**config.mk**
```make
export PLATFORM = sky130hd
export DESIGN_NAME = cnt_wrap_watch
export DESIGN_NICKNAME = d
export VERILOG_FILES = /design/src/rtl/cnt_watch_pkg.sv /design/src/rtl/cnt_wrap_det.sv /design/src/rtl/cnt_wrap_watch.sv
export SDC_FILE = /design/constraint.sdc
export NUM_CORES = 1
export LEC_CHECK = 0
export CAP_MARGIN = 20
export CORE_ASPECT_RATIO = 1.75
export CORE_UTILIZATION = 50
export DETAILED_ROUTE_END_ITERATION = 7
export GPL_TIMING_DRIVEN = 0
export PLACE_DENSITY_LB_ADDON = 0.15
export SLEW_MARGIN = 40
export SYNTH_ARGS = -nofsm -noshare
export SYNTH_HDL_FRONTEND = slang
export SYNTH_HIERARCHICAL = 1
export SYNTH_SLANG_ARGS = --single-unit
```
**constraint.sdc**
```tcl
create_clock -name clk -period 3.6 [get_ports clk]
set_input_delay 1.08 -clock clk [delete_from_list [all_inputs] [get_ports clk]]
set_output_delay 1.08 -clock clk [all_outputs]
set_load 0.05 [all_outputs]
```
**src/rtl/cnt_watch_pkg.sv**
```systemverilog
// Shared types and constants for the counter wrap watcher.
package cnt_watch_pkg;

    localparam int CNT_W_DEF  = 4;
    localparam int WRAP_W_DEF = 8;

    // Largest values the observed counter and the wrap counter can hold.
    localparam logic [CNT_W_DEF-1:0]  CNT_MAX  = '1;
    localparam logic [WRAP_W_DEF-1:0] WRAP_MAX = '1;

    typedef enum logic [1:0] {
        IDLE  = 2'd0,
        RUN   = 2'd1,
        FIRED = 2'd2
    } watch_state_e;

endpackage : cnt_watch_pkg

```
**src/rtl/cnt_wrap_det.sv**
```systemverilog
// Samples the upstream counter each clock and classifies every step as a
// wrap (max -> 0), an upstream restart (mid-count -> 0), or a sequence fault.
module cnt_wrap_det
    import cnt_watch_pkg::*;
#(
    parameter int CNT_W = CNT_W_DEF
) (
    input  logic             clk,
    input  logic             rst,
    input  logic [CNT_W-1:0] cnt_in,
    output logic             wrap,
    output logic             restart,
    output logic             seq_fault
);

    localparam logic [CNT_W-1:0] MAX_VAL = '1;

    logic [CNT_W-1:0] cnt_q;
    logic             cnt_vld_q;

    // Previous counter sample; cnt_vld_q masks the first sample after reset.
    // NOTE: sequential state uses non-blocking assignments so every register
    // samples pre-edge values regardless of statement order.
    always_ff @(posedge clk or posedge rst) begin
        if (rst) begin
            cnt_q     <= '0;
            cnt_vld_q <= 1'b0;
        end else begin
            cnt_q     <= cnt_in;
            cnt_vld_q <= 1'b1;
        end
    end

    // Step classification against the previous sample (modulo 2^CNT_W).
    // NOTE: every output gets a default first so no latch can be inferred.
    always_comb begin
        logic in_zero;
        logic q_zero;
        logic q_max;
        logic in_next;

        wrap      = 1'b0;
        restart   = 1'b0;
        seq_fault = 1'b0;

        in_zero = (cnt_in == '0);
        q_zero  = (cnt_q == '0);
        q_max   = (cnt_q == MAX_VAL);
        in_next = (cnt_in == cnt_q + CNT_W'(1));

        if (cnt_vld_q) begin
            wrap      = q_max && in_zero;
            restart   = in_zero && !q_zero && !q_max;
            // Holding at zero models upstream sitting in reset; legal.
            seq_fault = !wrap && !restart && !(in_zero && q_zero) && !in_next;
        end
    end

endmodule : cnt_wrap_det

```
**src/rtl/cnt_wrap_watch.sv**
```systemverilog
// Counts upstream counter wraps against a programmable period and raises a
// level interrupt held until acknowledged; tracks overrun and sequence faults.
module cnt_wrap_watch
    import cnt_watch_pkg::*;
#(
    parameter int CNT_W  = CNT_W_DEF,
    parameter int WRAP_W = WRAP_W_DEF
) (
    input  logic              clk,
    input  logic              rst,
    input  logic [CNT_W-1:0]  cnt_in,
    input  logic              arm,
    input  logic [WRAP_W-1:0] period,
    input  logic              ack,
    output logic              irq,
    output logic              busy,
    output logic [WRAP_W-1:0] wrap_count,
    output logic              overrun,
    output logic              seq_err
);

    logic wrap;
    logic restart;
    logic seq_fault;

    watch_state_e      state_q;
    logic [WRAP_W-1:0] period_q;
    logic [WRAP_W-1:0] wrap_count_q;
    logic              irq_q;
    logic              busy_q;
    logic              overrun_q;
    logic              seq_err_q;

    // One bit wider than the counter so a period of all-ones cannot alias.
    logic [WRAP_W:0]   wrap_count_d;

    cnt_wrap_det #(
        .CNT_W (CNT_W)
    ) u_det (
        .clk       (clk),
        .rst       (rst),
        .cnt_in    (cnt_in),
        .wrap      (wrap),
        .restart   (restart),
        .seq_fault (seq_fault)
    );

    // Candidate wrap count if the current cycle carries a wrap.
    always_comb begin
        wrap_count_d = {1'b0, wrap_count_q} + (WRAP_W + 1)'(1);
    end

    // Control FSM with registered irq/busy, wrap counter and sticky flags.
    always_ff @(posedge clk or posedge rst) begin
        if (rst) begin
            state_q      <= IDLE;
            period_q     <= '0;
            wrap_count_q <= '0;
            irq_q        <= 1'b0;
            busy_q       <= 1'b0;
            overrun_q    <= 1'b0;
            seq_err_q    <= 1'b0;
        end else begin
            case (state_q)
                IDLE: begin
                    // A zero period would never fire; such an arm is dropped.
                    if (arm && (period != '0)) begin
                        state_q      <= RUN;
                        busy_q       <= 1'b1;
                        period_q     <= period;
                        wrap_count_q <= '0;
                        overrun_q    <= 1'b0;
                        seq_err_q    <= 1'b0;
                    end
                end
                RUN: begin
                    if (wrap) begin
                        wrap_count_q <= wrap_count_d[WRAP_W-1:0];
                        if (wrap_count_d == {1'b0, period_q}) begin
                            state_q <= FIRED;
                            irq_q   <= 1'b1;
                        end
                    end
                end
                FIRED: begin
                    // Acknowledge takes priority over a coincident wrap.
                    if (ack) begin
                        state_q <= IDLE;
                        irq_q   <= 1'b0;
                        busy_q  <= 1'b0;
                    end else if (wrap) begin
                        overrun_q <= 1'b1;
                    end
                end
                default: begin
                    state_q <= IDLE;
                    irq_q   <= 1'b0;
                    busy_q  <= 1'b0;
                end
            endcase

            // A fault in the arm cycle itself still latches.
            if (seq_fault) begin
                seq_err_q <= 1'b1;
            end
        end
    end

    assign irq        = irq_q;
    assign busy       = busy_q;
    assign wrap_count = wrap_count_q;
    assign overrun    = overrun_q;
    assign seq_err    = seq_err_q;

endmodule : cnt_wrap_watch

```
==> impl_results.md <==
* Hold Buf Count CTS at 0
* Synthesis-to-finish area growth at 23.9%
* Initial Util at 53.1%
* Hold Path Cell Cnt at 2
* Tmin final at 3.11 ns
* R2R depth at 6
* Diodes inserted at 0
* RR Startpoint: u_det/cnt_q[0]
* Run status: complete, no violations
* Syn Inst Count at 146
* DR pass1 iterations at 4
* First DRT Iteration DRCs at 36
* Syn nets at 165
* Crit path DAT at 3.27 ns
* Layout fillers at 226
* # clock sinks at 27
* Initial antenna violation count at 0
* RSZ-0062 raised after global routing: no
* Largest net degree at the start of global routing at 23
* Clock root cell: clkbuf_8
* H-Tree Level Count at 1
* Gpl congestion at roughly 0.86
* Slew HR at 60.9%
* Top layer in use: met4
* Worst IR Drop VDD at 404 uV
* Worst-Margin Slew at 0.586 ns
* Clock Latency Late Sink at about 0.28 ns
* Final hold viol count at 0
* Layout cells sized above 1 at 13.6%
* Die X at 42.9 um
* Setup Fix Bufs, Post-CTS at 0
* Clock Tree Buf Depth at 2
* Max-slew violation count at 0
* Drt via density at roughly 6.0
* Kind of critical path: input port to flop
* Worst-path clk slew at 0.09 ns
* Met1 Routed Length at 1130 um
* Crit Path Max Fanout at 10
* Post-route design area at around 1800 um^2
* Routed wire length at ~3200 um
* Vias in the first global route at 1274
* Die Footprint at 3150 um^2
* Post-DP HPWL at 2460 um
* Io pins at 28
* Synth warnings at 6
* Post-Syn Area at approximately 1500 um^2
* Post-DP Area at roughly 1800 um^2
* First-pass GRT wire length at 5310 um
* Crit. Startpoint: cnt_in[1]
* Clock buffer count from CTS at 3
* Grt ovf at 0
* CP endpoint kind: flop
* Startpoint types: input port
* Share of the clock period used by the worst path at 86.3%
* Hold crit path type: flop to flop
* WL met2 at 1750 um
* # DRC at 0
* Max-cap violation count at 0
* Met3 wire length at 153 um
* Power Density at roughly 310 nW/um^2
* Core area at 2750 um^2
* Gr usage total at 22.4%
* I/O Buffers at 27
* Max Fclk at about 320 MHz
* Cts repair resizes at 0
* Fin util at ~66%
* Final Net Count at 197
* Routed length per placed instance at 15.5 um
* Routed vias at 1225
* Die H at approximately 74 um
* LEAKAGE at roughly 0.80 nW
* Clock Skews at between 0.004 and 0.005 ns
* Syn_area_per_cell at 10.0 um^2
* Row cnt at 25
* CTS tree: done
* Post-route antenna net violation count at 0
* Worst Path Required at 3.76 ns
* Final setup fails at 0
* TNS Setup at 0 ns
* Worst hold start: irq
* Total power at 0.000563 W
## layer usage
| metal | global-route usage, % | up-vias |
|---|---|---|
| li1 | - | 580 |
| met1 | 22.8 | 577 |
| met2 | 41.9 | 51 |
| met3 | 2.46 | 17 |
| met4 | 13.5 | 0 |
| met5 | 0 | - |
## power breakdown
group | internal, W | total, W | switching [W]
combinational | 0.0000357 | 0.0000690 | 0.0000333
clock | 0.0000794 | 0.000173 | 0.0000933
sequential | 0.000312 | 0.000321 | 0.00000863
total | 0.000428 | 0.000563 | 0.000135
## layout make-up
class	count	area, um^2	area share (%)
Tap cell	27	33.8	1.86
Sequential cell	27	676	37.3
Timing Repair Buffer	27	270	14.9
Multi-Input combinational cell	104	716	39.5
Buffer	7	41.3	2.28
Clock buffer	4	45.0	2.49
Inverter	8	30.0	1.66
## sequential cells by signal (all words and copies together), names as in the netlist
name,flops
busy,1
irq,1
overrun,1
period_q,8
seq_err,1
state_q,2
u_det/cnt_q,4
u_det/cnt_vld_q,1
wrap_count,8
## worst max-delay path, stage by stage
cell	delay [ns]
clkdlybuf4s50_1	0.47
nor4_1	0.40
nand2_1	0.09
nor2_1	0.47
nand2_1	0.17
buf_2	0.23
o41ai_1	0.35
## final timing paths
check	to	slack [ns]
max	wrap_count[5]	0.49
min	irq	0.47
max reg2reg	wrap_count[5]	1.58
min reg2reg	irq	0.47
max in group asynchronous	period_q[4]	2.12
min in group asynchronous	u_det/cnt_q[1]	1.04
## stage by stage
step	hold WS, ns	worst slack, ns	instances
finish	0.474	0.495	204
global route	0.520	0.332	204
CTS	0.483	0.524	204
detailed placement	0.462	0.247	200
global placement	0.455	0.327	200
floorplan	0.501	1.14	146
## cell usage in the layout, fill, tap and decap left out, types with 2 or more instances in the layout
| master | n |
|---|---|
| xnor2_1 | 8 |
| buf_4 | 3 |
| nor2b_1 | 3 |
| clkbuf_1 | 2 |
| nand2_1 | 13 |
| xor2_1 | 6 |
| nand4_1 | 5 |
| dfrtp_1 | 27 |
| nand3_1 | 7 |
| and3_1 | 3 |
| mux2_2 | 8 |
| o31ai_1 | 3 |
| ha_1 | 3 |
| buf_2 | 3 |
| clkbuf_8 | 3 |
| nor4_1 | 3 |
| inv_2 | 2 |
| nor2_1 | 7 |
| clkdlybuf4s50_1 | 27 |
| inv_1 | 6 |
| a21oi_1 | 3 |
| o21ai_0 | 12 |
(Power assumes the default switching activity.)
